==> src/rtl/lcd_pkg.sv <==
// lcd_pkg: shared HD44780 opcodes, calculator ASCII set, DDRAM line/wrap addresses and decode helpers
package lcd_pkg;
  localparam logic [7:0] OP_SET_DDRAM = 8'h80;
  localparam logic [7:0] OP_SET_CGRAM = 8'h40;
  localparam logic [7:0] OP_FUNC      = 8'h20;
  localparam logic [7:0] OP_SHIFT     = 8'h10;
  localparam logic [7:0] OP_DISP      = 8'h08;
  localparam logic [7:0] OP_ENTRY     = 8'h04;
  localparam logic [7:0] OP_HOME      = 8'h02;
  localparam logic [7:0] OP_CLEAR     = 8'h01;

  localparam logic [7:0] CH_0     = 8'h30;
  localparam logic [7:0] CH_9     = 8'h39;
  localparam logic [7:0] CH_PLUS  = 8'h2B;
  localparam logic [7:0] CH_MINUS = 8'h2D;
  localparam logic [7:0] CH_EQ    = 8'h3D;
  localparam logic [7:0] CH_SPACE = 8'h20;

  localparam logic [6:0] LINE0 = 7'h00;
  localparam logic [6:0] LINE1 = 7'h40;
  localparam logic [6:0] WRAP0 = 7'h27;
  localparam logic [6:0] WRAP1 = 7'h67;

  typedef enum logic [3:0] {I_DDRAM, I_CGRAM, I_FUNC, I_SHIFT, I_DISP, I_ENTRY, I_HOME, I_CLEAR, I_NOP} instr_e;
  typedef enum logic {FILL_IDLE, FILL_RUN} fill_state_e;

  function automatic instr_e decode_instr(input logic [7:0] d);
    return |(d & OP_SET_DDRAM) ? I_DDRAM :
           |(d & OP_SET_CGRAM) ? I_CGRAM :
           |(d & OP_FUNC)      ? I_FUNC  :
           |(d & OP_SHIFT)     ? I_SHIFT :
           |(d & OP_DISP)      ? I_DISP  :
           |(d & OP_ENTRY)     ? I_ENTRY :
           |(d & OP_HOME)      ? I_HOME  :
           |(d & OP_CLEAR)     ? I_CLEAR : I_NOP;
  endfunction

  // Two-line mode address counter: lines occupy 0x00-0x27 and 0x40-0x67
  function automatic logic [6:0] ac_step(input logic [6:0] a, input logic inc);
    return inc ? (a == WRAP0 ? LINE1 : a == WRAP1 ? LINE0 : a + 7'd1)
               : (a == LINE0 ? WRAP1 : a == LINE1 ? WRAP0 : a - 7'd1);
  endfunction
endpackage

==> src/rtl/lcd_bus_decoder_if.sv <==
// lcd_bus_decoder_if: HD44780 character-LCD bus as driven by the LCD controller
interface lcd_bus_decoder_if;
  logic       lcd_e;
  logic       lcd_rs;
  logic       lcd_rw;
  logic [7:0] lcd_data;
  modport master (output lcd_e, lcd_rs, lcd_rw, lcd_data);
  modport slave  (input  lcd_e, lcd_rs, lcd_rw, lcd_data);
endinterface

==> src/rtl/lcd_strobe_sync.sv <==
// lcd_strobe_sync: synchronizes E, flags its falling edge and holds the bus values seen while E was high
module lcd_strobe_sync #(
  parameter int SYNC_STAGES = 2
) (
  input  logic       clk,
  input  logic       rst,
  input  logic       e,
  input  logic       rs,
  input  logic       rw,
  input  logic [7:0] data,
  output logic       fall,
  output logic       cap_rs,
  output logic       cap_rw,
  output logic [7:0] cap_data
);
  logic [SYNC_STAGES-1:0] sync;
  logic e_s, e_d;
  assign e_s  = sync[SYNC_STAGES-1];
  assign fall = e_d & ~e_s;
  always_ff @(posedge clk or posedge rst)
    if (rst) begin
      sync     <= '0;
      e_d      <= 1'b0;
      cap_rs   <= 1'b0;
      cap_rw   <= 1'b0;
      cap_data <= '0;
    end else begin
      sync <= SYNC_STAGES'({sync, e});
      e_d  <= e_s;
      if (e_s) {cap_rs, cap_rw, cap_data} <= {rs, rw, data};
    end
endmodule

==> src/rtl/lcd_bus_decoder.sv <==
// lcd_bus_decoder: passive HD44780 bus decoder tracking AC/flags and mirroring the 2x16 display into a shadow RAM
module lcd_bus_decoder
  import lcd_pkg::*;
#(
  parameter int         SYNC_STAGES = 2,
  parameter logic [7:0] FILL_CHAR   = 8'h20
) (
  input  logic                clk,
  input  logic                rst,
  lcd_bus_decoder_if.slave    lcd,
  input  logic [4:0]          rd_addr,
  output logic [7:0]          rd_data,
  output logic                cmd_valid,
  output logic                cmd_rs,
  output logic [7:0]          cmd_data,
  output logic [6:0]          ac,
  output logic                disp_on,
  output logic                cursor_on,
  output logic                blink_on,
  output logic                entry_inc,
  output logic [2:0]          func_reg,
  output logic                busy,
  output logic                ovr_err,
  output logic                rw_err
);
  logic       fall, cap_rs, cap_rw;
  logic [7:0] cap_data;
  instr_e     op;
  fill_state_e state, state_n;
  logic [4:0] idx;
  logic [7:0] shadow [32];
  logic       accept, start, we;
  logic [4:0] waddr;
  logic [7:0] wdata;

  lcd_strobe_sync #(.SYNC_STAGES(SYNC_STAGES)) u_sync (
    .clk(clk), .rst(rst), .e(lcd.lcd_e), .rs(lcd.lcd_rs), .rw(lcd.lcd_rw), .data(lcd.lcd_data),
    .fall(fall), .cap_rs(cap_rs), .cap_rw(cap_rw), .cap_data(cap_data)
  );

  assign op     = decode_instr(cap_data);
  assign busy   = state == FILL_RUN;
  assign accept = fall & ~cap_rw & ~busy;
  assign start  = accept & ~cap_rs & (op == I_CLEAR);

  // One shadow write port: fill and data writes never coincide since writes are dropped while busy
  always_comb begin
    we    = busy | (accept & cap_rs & (ac[5:4] == 2'b00));
    waddr = busy ? idx : {ac[6], ac[3:0]};
    wdata = busy ? FILL_CHAR : cap_data;
  end

  always_comb begin
    state_n = state;
    state_n = busy ? (idx == 5'd31 ? FILL_IDLE : FILL_RUN) : (start ? FILL_RUN : FILL_IDLE);
  end

  always_ff @(posedge clk or posedge rst)
    if (rst) begin
      state <= FILL_IDLE;
      idx   <= '0;
    end else begin
      state <= state_n;
      idx   <= busy ? idx + 5'd1 : 5'd0;
    end

  always_ff @(posedge clk)
    if (we) shadow[waddr] <= wdata;

  always_ff @(posedge clk or posedge rst)
    if (rst) rd_data <= '0;
    else rd_data <= shadow[rd_addr];

  always_ff @(posedge clk or posedge rst)
    if (rst) begin
      cmd_valid <= 1'b0;
      cmd_rs    <= 1'b0;
      cmd_data  <= '0;
      ac        <= '0;
      disp_on   <= 1'b0;
      cursor_on <= 1'b0;
      blink_on  <= 1'b0;
      entry_inc <= 1'b1;
      func_reg  <= '0;
      ovr_err   <= 1'b0;
      rw_err    <= 1'b0;
    end else begin
      cmd_valid <= accept;
      if (fall & cap_rw) rw_err <= 1'b1;
      if (fall & ~cap_rw & busy) ovr_err <= 1'b1;
      if (accept) begin
        cmd_rs   <= cap_rs;
        cmd_data <= cap_data;
        if (cap_rs) ac <= ac_step(ac, entry_inc);
        else
          case (op)
            I_DDRAM: ac <= cap_data[6:0];
            I_FUNC:  func_reg <= cap_data[4:2];
            I_SHIFT: if (!cap_data[3]) ac <= ac_step(ac, cap_data[2]);
            I_DISP:  {disp_on, cursor_on, blink_on} <= cap_data[2:0];
            I_ENTRY: entry_inc <= cap_data[1];
            I_HOME:  ac <= '0;
            I_CLEAR: begin
              ac        <= '0;
              entry_inc <= 1'b1;
            end
            default: ;
          endcase
      end
    end
endmodule

==> src/flat_wrapper.sv <==
// flat-port wrapper written by rule: the top's interface ports become plain ports
module lcd_bus_decoder_flat import lcd_pkg::*;
#(
  parameter int         SYNC_STAGES = 2,
  parameter logic [7:0] FILL_CHAR   = 8'h20
)
  (clk, rst, rd_addr, rd_data, cmd_valid, cmd_rs, cmd_data, ac, disp_on, cursor_on, blink_on, entry_inc, func_reg, busy, ovr_err, rw_err, lcd_lcd_e, lcd_lcd_rs, lcd_lcd_rw, lcd_lcd_data);
  lcd_bus_decoder_if lcd_i ();
  input  logic clk;
  input  logic rst;
  input  logic [4:0] rd_addr;
  output logic [7:0] rd_data;
  output logic cmd_valid;
  output logic cmd_rs;
  output logic [7:0] cmd_data;
  output logic [6:0] ac;
  output logic disp_on;
  output logic cursor_on;
  output logic blink_on;
  output logic entry_inc;
  output logic [2:0] func_reg;
  output logic busy;
  output logic ovr_err;
  output logic rw_err;
  input wire logic [$bits(lcd_i.lcd_e)-1:0] lcd_lcd_e;
  input wire logic [$bits(lcd_i.lcd_rs)-1:0] lcd_lcd_rs;
  input wire logic [$bits(lcd_i.lcd_rw)-1:0] lcd_lcd_rw;
  input wire logic [$bits(lcd_i.lcd_data)-1:0] lcd_lcd_data;
  assign lcd_i.lcd_e = lcd_lcd_e;
  assign lcd_i.lcd_rs = lcd_lcd_rs;
  assign lcd_i.lcd_rw = lcd_lcd_rw;
  assign lcd_i.lcd_data = lcd_lcd_data;
  lcd_bus_decoder #(.SYNC_STAGES(SYNC_STAGES), .FILL_CHAR(FILL_CHAR)) u_core (.clk(clk), .rst(rst), .lcd(lcd_i), .rd_addr(rd_addr), .rd_data(rd_data), .cmd_valid(cmd_valid), .cmd_rs(cmd_rs), .cmd_data(cmd_data), .ac(ac), .disp_on(disp_on), .cursor_on(cursor_on), .blink_on(blink_on), .entry_inc(entry_inc), .func_reg(func_reg), .busy(busy), .ovr_err(ovr_err), .rw_err(rw_err));
endmodule
==> config.mk <==
export PLATFORM = sky130hd
export DESIGN_NAME = lcd_bus_decoder_flat
export DESIGN_NICKNAME = d
export VERILOG_FILES = /design/src/rtl/lcd_pkg.sv /design/src/rtl/lcd_bus_decoder_if.sv /design/src/rtl/lcd_strobe_sync.sv /design/src/rtl/lcd_bus_decoder.sv /design/src/flat_wrapper.sv
export SDC_FILE = /design/constraint.sdc
export NUM_CORES = 1
export LEC_CHECK = 0
export BUFFER_PORTS_ARGS = -buffer_cell sky130_fd_sc_hd__clkbuf_2
export CAP_MARGIN = 25
export CORE_ASPECT_RATIO = 1.2
export CORE_MARGIN = 10
export CORE_UTILIZATION = 65
export DETAILED_ROUTE_END_ITERATION = 10
export PLACE_DENSITY = 0.91
export SLEW_MARGIN = 20
export SYNTH_ARGS = -nofsm -noshare
export SYNTH_HDL_FRONTEND = slang
export SYNTH_SLANG_ARGS = --single-unit
==> constraint.sdc <==
create_clock -name clk -period 5.65 [get_ports clk]
set_clock_uncertainty 0.15 [all_clocks]
set_input_delay 0 -clock clk [delete_from_list [all_inputs] [get_ports clk]]
set_output_delay 0 -clock clk [all_outputs]
set_load 0.02 [all_outputs]
==> results_tabular.tex, run 1 <==
\begin{tabular}{lr}
\hline
Metric & Value \\
\hline
\multicolumn{2}{l}{\textbf{Run status}} \\
Status & finished, final reports clean \\
\multicolumn{2}{l}{\textbf{Clock network}} \\
Sinks on Clock Net & around 310 \\
Cts bufs inserted & 28 \\
Deepest clock path buffer count & 3 \\
Clock edge transition at the registers on the reported setup and hold paths & 0.07 ns \\
Buffers inserted by post-CTS timing repair & 0 \\
Later-pin clock latency in the skew report & 0.54 ns \\
Number of levels in the clock H-tree & 1 \\
Clock tree from TritonCTS & built \\
Number of instances resized during post-cts repair & 0 \\
Clock root buffer & sky130\_fd\_sc\_hd\_\_clkbuf\_16 \\
\multicolumn{2}{l}{\textbf{Synthesis}} \\
Number of enable-type register cells in the synthesized netlist & 256 \\
Predominant post-synthesis flop cell & sky130\_fd\_sc\_hd\_\_edfxtp\_1 \\
Mapped Avg Cell Area & 18.60 um2 \\
Number of register bits inferred by synthesis & 309 \\
Part of the Yosys area used for sequential elements & 72.54\% \\
Synthesized netlist net count & 690 \\
Share of flip-flops with an asynchronous set or reset after synthesis & 17.15\% \\
Synthesized area & 12430 um2 \\
Cell variety after synth & 55 \\
Number of warnings reported in the yosys synthesis log & 0 \\
Synthesized netlist cell count & 668 \\
\multicolumn{2}{l}{\textbf{Worst hold path}} \\
Hold WC Path Type & in2reg \\
\multicolumn{2}{l}{\textbf{Timing}} \\
Final-layout setup total negative slack & 0 ns \\
Hold WS & 0.07631 ns \\
Setup repair after global routing missed its margin & no \\
Max transition margin & about a third \\
Max-slew violation count & 0 \\
Final-report setup violation count & 0 \\
Endpoints failing hold & 0 \\
Final Critical Period & 3.674 ns \\
Worst-margin pin slew & roughly 1 ns \\
Final Cycle Share & between 60\% and 70\% \\
Highest clock rate & 272.2 MHz \\
\multicolumn{2}{l}{\textbf{Global routing}} \\
GRT Residual Overflow & 0 \\
Wire length of the first global-routing pass & 45.17 mm \\
Antenna violations before repair & 0 \\
Maximum number of pins on one net before global-route repair & 65 \\
Via count of the first global-routing pass & about 7000 \\
Total track usage & 23.52\% \\
\multicolumn{2}{l}{\textbf{Setup path}} \\
Data arrival, critical path & 3.67 ns \\
Crit-path max cell delay & between 0.9 and 1 ns \\
Type of the setup path with the least slack & reg2reg \\
Cells along the critical path & clkinv\_1 -> o32ai\_1 -> nand2\_1 -> nor2\_1 \\
Slowest cell on the critical path & sky130\_fd\_sc\_hd\_\_dfrtp\_1 \\
Combined buffer and inverter count along the critical path & 1 \\
Kind of end point of the critical path & register \\
Required @ worst endpoint & roughly 5.7 ns \\
Critical Path Fanout Max & 24 \\
Critical Path Source Type & register \\
Cell family with the largest share of critical-path delay & flip-flops \\
\multicolumn{2}{l}{\textbf{Drt}} \\
Drt first pass iters & 6 \\
DRC violations left & 0 \\
Total length of routed wires & 29.65 mm \\
Total vias in the final route & between 6000 and 7000 \\
Vias per cell & 6.806 \\
Post-detailed-route wirelength per cell & 29.24 um \\
Final ANT Viol Nets & 0 \\
DRT iter0 DRCs & 1096 \\
\multicolumn{2}{l}{\textbf{Place}} \\
Number of placed instances, taps included & 946 \\
Placed instance area & 12930 um2 \\
DPL Wire Length & 17.68 mm \\
GP Congestion & 0.8993 \\
Count of input and output buffers & 52 \\
\multicolumn{2}{l}{\textbf{Die}} \\
Die X-Extent & 146.2 um \\
Overall die height & 171.5 um \\
Initial Utilization & 65.91\% \\
Number of rows in the core area & 55 \\
Core footprint & about 19000 um2 \\
Count of pins on the block boundary & between 50 and 60 \\
Full die area & 25070 um2 \\
\multicolumn{2}{l}{\textbf{Layout}} \\
Number of inserted filler cells in the final layout & 1010 \\
Sequential cell area & roughly 9000 um2 \\
Number of nets in the finished design & 758 \\
Non-filler cells, final & 1014 \\
Layout area overhead & 13.37\% \\
Largest reg by FF count & u\_core.shadow \\
Antenna cells & 0 \\
Most common library cell in the layout ignoring fill and taps & sky130\_fd\_sc\_hd\_\_edfxtp\_1 \\
Most frequent cells in the layout & sky130\_fd\_sc\_hd\_\_edfxtp\_1 (256), sky130\_fd\_sc\_hd\_\_mux4\_2 (80), sky130\_fd\_sc\_hd\_\_dfrtp\_1 (52) \\
Fraction of layout cells with a size suffix above 1 & between 30\% and 40\% \\
Flip-flop count of the largest register after layout & 256 \\
Area occupied by multi-input gates & 3232 um2 \\
Final Util & 74.72\% \\
Area of all placed cells without fillers & between 10000 and 15000 um2 \\
\multicolumn{2}{l}{\textbf{Power}} \\
Leakage power figure & about 0.0049 uW \\
Maximum VDD drop & around 270 uV \\
Total power density per cell area & 378.8 nW/um2 \\
\multicolumn{2}{l}{\textbf{Run}} \\
Max\_cap viols & 0 \\
\hline
\end{tabular}
[cells by family (layout without fill, tap and decap cells)]
group | after synthesis | in the layout | synth area share (%)
compound gates | 54 | 54 | 3.051
xor+xnor | 4 | 4 | 0.2819
fa+ha+maj | 4 | 4 | 0.4028
buf+inv | 49 | 139 | 1.752
flops | 309 | 309 | 72.54
mux | 105 | 105 | 16.74
simple gates | 143 | 143 | 5.226
[power by group]
part           internal (uW)  leakage [uW]  switching [uW]  total, uW
sequential              2570       0.00296             116       2690
combinational            227       0.00143             419        646
clock                   1160      0.000486             845       2000
total                   3960       0.00487            1380       5340
[layer usage]
metal / wire [um] / part of all wire [%] / global-route usage (%) / vias to the layer above
met5: 0 / 0 / 0 / -
met4: 790 / 2.7 / 6.536 / 0
met3: 2830 / 9.5 / 4.100 / 80
met2: 15170 / 51 / 39.80 / 528
met1: 10860 / 37 / 31.17 / 3500
li1: - / - / - / 2793
[cells in the mapped netlist (3+ instances only)]
cell type,instances,area (um2)
sky130_fd_sc_hd__a21oi_1,7,35.03
sky130_fd_sc_hd__a31oi_1,3,18.77
sky130_fd_sc_hd__a32o_1,3,30.03
sky130_fd_sc_hd__and3_1,5,31.28
sky130_fd_sc_hd__buf_1,10,37.54
sky130_fd_sc_hd__buf_2,3,15.01
sky130_fd_sc_hd__buf_4,6,45.04
sky130_fd_sc_hd__clkbuf_1,18,67.56
sky130_fd_sc_hd__dfrtp_1,52,1301
sky130_fd_sc_hd__edfxtp_1,256,7687
sky130_fd_sc_hd__ha_1,4,50.05
sky130_fd_sc_hd__inv_1,10,37.54
sky130_fd_sc_hd__mux2_2,23,259.0
sky130_fd_sc_hd__mux4_2,80,1802
sky130_fd_sc_hd__nand2_1,50,187.7
sky130_fd_sc_hd__nand3_1,6,30.03
sky130_fd_sc_hd__nand4_1,3,18.77
sky130_fd_sc_hd__nor2_1,51,191.4
sky130_fd_sc_hd__nor2b_1,9,56.30
sky130_fd_sc_hd__nor3_1,4,20.02
sky130_fd_sc_hd__o21ai_0,13,65.06
sky130_fd_sc_hd__o21bai_1,4,30.03
sky130_fd_sc_hd__o22ai_1,3,18.77
sky130_fd_sc_hd__or2_2,3,18.77
sky130_fd_sc_hd__xnor2_1,4,35.03
[tightest hold or removal path: cells and delay by family]
family | cells | cell delay (ns)
multiplexers | 1 | 0.13
buffers and inverters | 2 | 0.61
[final timing paths]
kind	startpoint	to	slack, ns	cells past startpoint
setup / recovery	u_core.busy$_DFF_PP0_	u_core.shadow[13][6]$_DFFE_PP_	1.98	4
hold / removal	lcd_lcd_data[5]	u_core.u_sync.cap_data[5]$_DFFE_PP0P_	0.08	3
setup reg to reg	u_core.busy$_DFF_PP0_	u_core.shadow[13][6]$_DFFE_PP_	1.98	4
hold reg to reg	u_core.u_sync.sync[0]$_DFF_PP0_	u_core.u_sync.sync[1]$_DFF_PP0_	0.21	0
max in group asynchronous	rst	u_core.rd_data[6]$_DFF_PP0_	4.41	5
min in group asynchronous	rst	u_core.cmd_data[0]$_DFFE_PP0P_	0.41	4
[through the flow]
stage,setup WS (ns),total power (uW)
floorplan,3.247,3111
global placement,2.569,3311
detailed placement,2.301,3340
CTS,2.074,5319
global route,1.859,5482
finish,1.976,5336
[timing repair]
item,in CTS,in global routing
hold endpoints to repair,71,26
setup endpoints to repair,0,0
hold buffers,14,1
[area by class of cell]
class	instances	area share [%]
inverters	11	0.3020
well taps	256	2.274
multi-input cells	310	22.94
clock buffers	37	5.790
flip-flops and latches	309	63.99
clock inverters	15	1.208
repair buffers	76	3.499
Note: power is estimated with default switching activity, not from simulation.
==> inputs of run 2 (changes only) <==
Settings changed: CORE_UTILIZATION 65 to 61, PLACE_DENSITY 0.91 to 0.87.
Clock period 5.65 ns to 3.85 ns, I/O delays scaled along.
==> run 2 against run 1 <==
  * Critical path depth grew 1
  * Sequential power grew 46%
  * Die area grew 5.7%
  * Combinational power grew 48%
  * Wire length shrank 0.82%
  * Final area grew 0.27%
  * Sequential cell count is the same
  * Maximum frequency grew 13%
  * Register-to-register slack lost 1.4 ns
  * Cell count grew 1.4%
  * Critical endpoint is now u_core.shadow[9][2]$_DFFE_PP_
==> results_tabular.tex, run 2 (synthesis gave the netlist of run 1 again) <==
\begin{tabular}{lr}
\hline
Metric & Value \\
\hline
\multicolumn{2}{l}{\textbf{Clock network}} \\
Buffers inserted by post-CTS timing repair & 0 (unchanged) \\
Deepest clock path buffer count & 3 (unchanged) \\
Number of instances resized during post-cts repair & 0 (unchanged) \\
Clock root buffer & sky130\_fd\_sc\_hd\_\_clkbuf\_16 (unchanged) \\
Clock edge transition at the registers on the reported setup and hold paths & 0.06 ns (was 0.07 ns) \\
Sinks on Clock Net & 309 (unchanged) \\
Cts bufs inserted & 29 (was 28) \\
Later-pin clock latency in the skew report & 0.54 ns (about the same) \\
Clock tree from TritonCTS & built (unchanged) \\
Number of levels in the clock H-tree & 1 (unchanged) \\
Count of hold-fix buffers inserted at cts & 15 (was 14) \\
\multicolumn{2}{l}{\textbf{Drt}} \\
Total vias in the final route & 6820 (was 6901) \\
Post-detailed-route wirelength per cell & 28.61 um (was 29.24 um) \\
DRC violations left & 0 (unchanged) \\
Final ANT Viol Nets & 0 (unchanged) \\
Total length of routed wires & 29.41 mm (was 29.65 mm) \\
DRT iter0 DRCs & 963 (was 1096) \\
Vias per cell & 6.634 (was 6.806) \\
Drt first pass iters & 5 (was 6) \\
\multicolumn{2}{l}{\textbf{Layout}} \\
Number of inserted filler cells in the final layout & 1182 (was 1010) \\
Most frequent cells in the layout & sky130\_fd\_sc\_hd\_\_edfxtp\_1 (256), sky130\_fd\_sc\_hd\_\_mux4\_2 (80), sky130\_fd\_sc\_hd\_\_dfrtp\_1 (52) (unchanged) \\
Layout area overhead & 13.67\% (was 13.37\%) \\
Number of nets in the finished design & 764 (was 758) \\
Final Util & 70.24\% (was 74.72\%) \\
Fraction of layout cells with a size suffix above 1 & 30.14\% (was 30.21\%) \\
Largest reg by FF count & u\_core.shadow (unchanged) \\
Flip-flop count of the largest register after layout & 256 (unchanged) \\
Most common library cell in the layout ignoring fill and taps & sky130\_fd\_sc\_hd\_\_edfxtp\_1 (unchanged) \\
Antenna cells & 0 (unchanged) \\
\multicolumn{2}{l}{\textbf{Run status}} \\
Status & finished, final reports clean (unchanged) \\
\multicolumn{2}{l}{\textbf{Timing}} \\
Hold WS & 0.08083 ns (was 0.07631 ns) \\
Endpoints failing hold & 0 (unchanged) \\
Worst-margin pin slew & 0.9527 ns (was 0.9828 ns) \\
Max transition margin & 34.67\% (was 34.48\%) \\
Final-report setup violation count & 0 (unchanged) \\
Highest clock rate & 308.0 MHz (was 272.2 MHz) \\
Final-layout setup total negative slack & 0 ns (unchanged) \\
Final Cycle Share & 84.34\% (was 65.02\%) \\
Max-slew violation count & 0 (unchanged) \\
Final Critical Period & 3.247 ns (was 3.674 ns) \\
Minimum setup slack in the final design & 0.6028 ns (was 1.976 ns) \\
Setup repair after global routing missed its margin & no (unchanged) \\
\multicolumn{2}{l}{\textbf{Die}} \\
Count of pins on the block boundary & 53 (unchanged) \\
Initial Utilization & 61.79\% (was 65.91\%) \\
Core footprint & 20110 um2 (was 18860 um2) \\
Overall die height & 176.4 um (was 171.5 um) \\
Die X-Extent & 150.3 um (was 146.2 um) \\
Number of rows in the core area & 57 (was 55) \\
Full die area & 26510 um2 (was 25070 um2) \\
\multicolumn{2}{l}{\textbf{Setup path}} \\
Critical Path Source Type & register (unchanged) \\
Critical Path Fanout Max & 14 (was 24) \\
Critical path capture point & u\_core.shadow[9][2]\$\_DFFE\_PP\_ (was u\_core.shadow[13][6]\$\_DFFE\_PP\_) \\
Kind of end point of the critical path & register (unchanged) \\
Flop2flop setup slack & 0.60 ns (was 1.98 ns) \\
Beginning of the critical path & u\_core.u\_sync.sync[1]\$\_DFF\_PP0\_ (was u\_core.busy\$\_DFF\_PP0\_) \\
Critical register-to-register path endpoint & u\_core.shadow[9][2]\$\_DFFE\_PP\_ (was u\_core.shadow[13][6]\$\_DFFE\_PP\_) \\
Critical R2R Launch & u\_core.u\_sync.sync[1]\$\_DFF\_PP0\_ (was u\_core.busy\$\_DFF\_PP0\_) \\
Data arrival, critical path & 3.27 ns (was 3.67 ns) \\
Required @ worst endpoint & 3.87 ns (was 5.65 ns) \\
Number of cells on the worst reg-to-reg path & 5 (was 4) \\
Type of the setup path with the least slack & reg2reg (unchanged) \\
\multicolumn{2}{l}{\textbf{Global routing}} \\
Antenna violations before repair & 0 (unchanged) \\
Maximum number of pins on one net before global-route repair & 65 (unchanged) \\
Via count of the first global-routing pass & 6967 (was 7007) \\
GRT Residual Overflow & 0 (unchanged) \\
Total track usage & 22.66\% (was 23.52\%) \\
Wire length of the first global-routing pass & 44.99 mm (was 45.17 mm) \\
\multicolumn{2}{l}{\textbf{Place}} \\
GP Congestion & 0.9117 (was 0.8993) \\
Count of input and output buffers & 52 (unchanged) \\
Worst setup slack before clock tree synthesis & 0.7402 ns (was 2.301 ns) \\
DPL Wire Length & 17.97 mm (was 17.68 mm) \\
\multicolumn{2}{l}{\textbf{Worst hold path}} \\
Hold WC Path Type & in2reg (unchanged) \\
Worst hold path cell count & 3 (unchanged) \\
\multicolumn{2}{l}{\textbf{Power}} \\
Leakage power figure & 0.004904 uW (was 0.004872 uW) \\
Pwr Total & 7685 uW (was 5336 uW) \\
Total power density per cell area & 544.0 nW/um2 (was 378.8 nW/um2) \\
Maximum VDD drop & 408.2 uV (was 265.8 uV) \\
\multicolumn{2}{l}{\textbf{Run}} \\
Max\_cap viols & 0 (unchanged) \\
\hline
\end{tabular}
[run 2: cell count changes in the layout (fill, tap and decap cells not counted), moves of 2 or more]
cell,delta
sky130_fd_sc_hd__clkbuf_8,-3
sky130_fd_sc_hd__buf_4,+3
sky130_fd_sc_hd__nor2b_2,-2
sky130_fd_sc_hd__nor2b_4,+2
sky130_fd_sc_hd__clkinvlp_4,-2
sky130_fd_sc_hd__clkbuf_4,+2
sky130_fd_sc_hd__clkinv_1,+3
[run 2: stage by stage]
stage,cell area [um2],instances
2_1_floorplan,12430,668
5_1_grt,14130,1028
3_3_place_gp,12990,958
6_report,14130,1028
4_1_cts,14130,1028
3_5_place_dp,13030,961
[run 2: worst min path at each step]
stage | startpoint | to | slack (ns)
after floorplan | lcd_lcd_e | u_core.u_sync.sync[0]$_DFF_PP0_ | -0.12
final | rd_addr[4] | u_core.rd_data[2]$_DFF_PP0_ | 0.08
after global routing | lcd_lcd_data[1] | u_core.u_sync.cap_data[1]$_DFFE_PP0P_ | 0.1
after detailed placement | lcd_lcd_e | u_core.u_sync.sync[0]$_DFF_PP0_ | -0.04
after global placement | lcd_lcd_e | u_core.u_sync.sync[0]$_DFF_PP0_ | -0.04
after CTS | lcd_lcd_data[4] | u_core.u_sync.cap_data[4]$_DFFE_PP0P_ | 0.05
[run 2: power by group]
part / internal (uW) / switching [uW] / leakage (uW)
clock: 1630 / 1170 / 0.000474
combinational: 334 / 620 / 0.00148
sequential: 3770 / 163 / 0.00296
total: 5730 / 1950 / 0.00490
[run 2: layout make-up]
cell class / instances / area, um2 / area share (%)
multi-input cells: 310 / 3247 / 22.98
clock inverters: 14 / 125.1 / 0.8857
well taps: 265 / 331.6 / 2.347
inverters: 11 / 41.29 / 0.2923
flip-flops and latches: 309 / 9015 / 63.82
clock buffers: 38 / 818.3 / 5.793
repair buffers: 81 / 548.0 / 3.880
[run 2: per-layer routing]
layer  part of all wire [%]  track usage (%)  vias up
met5                      0                0        -
met4                    3.1            7.583        0
met3                    8.8            3.918       66
met2                     52            38.65      488
met1                     36            28.91     3465
li1                       -                -     2801
[run 2: critical path, cell delays in order, from the launching register on]
cell and delay (ns):
sky130_fd_sc_hd__dfrtp_1 0.55, sky130_fd_sc_hd__nor3b_1 0.56, sky130_fd_sc_hd__and3_1 0.31, sky130_fd_sc_hd__nand2_1 0.10, sky130_fd_sc_hd__o32a_1 0.55, sky130_fd_sc_hd__nor2_1 0.65
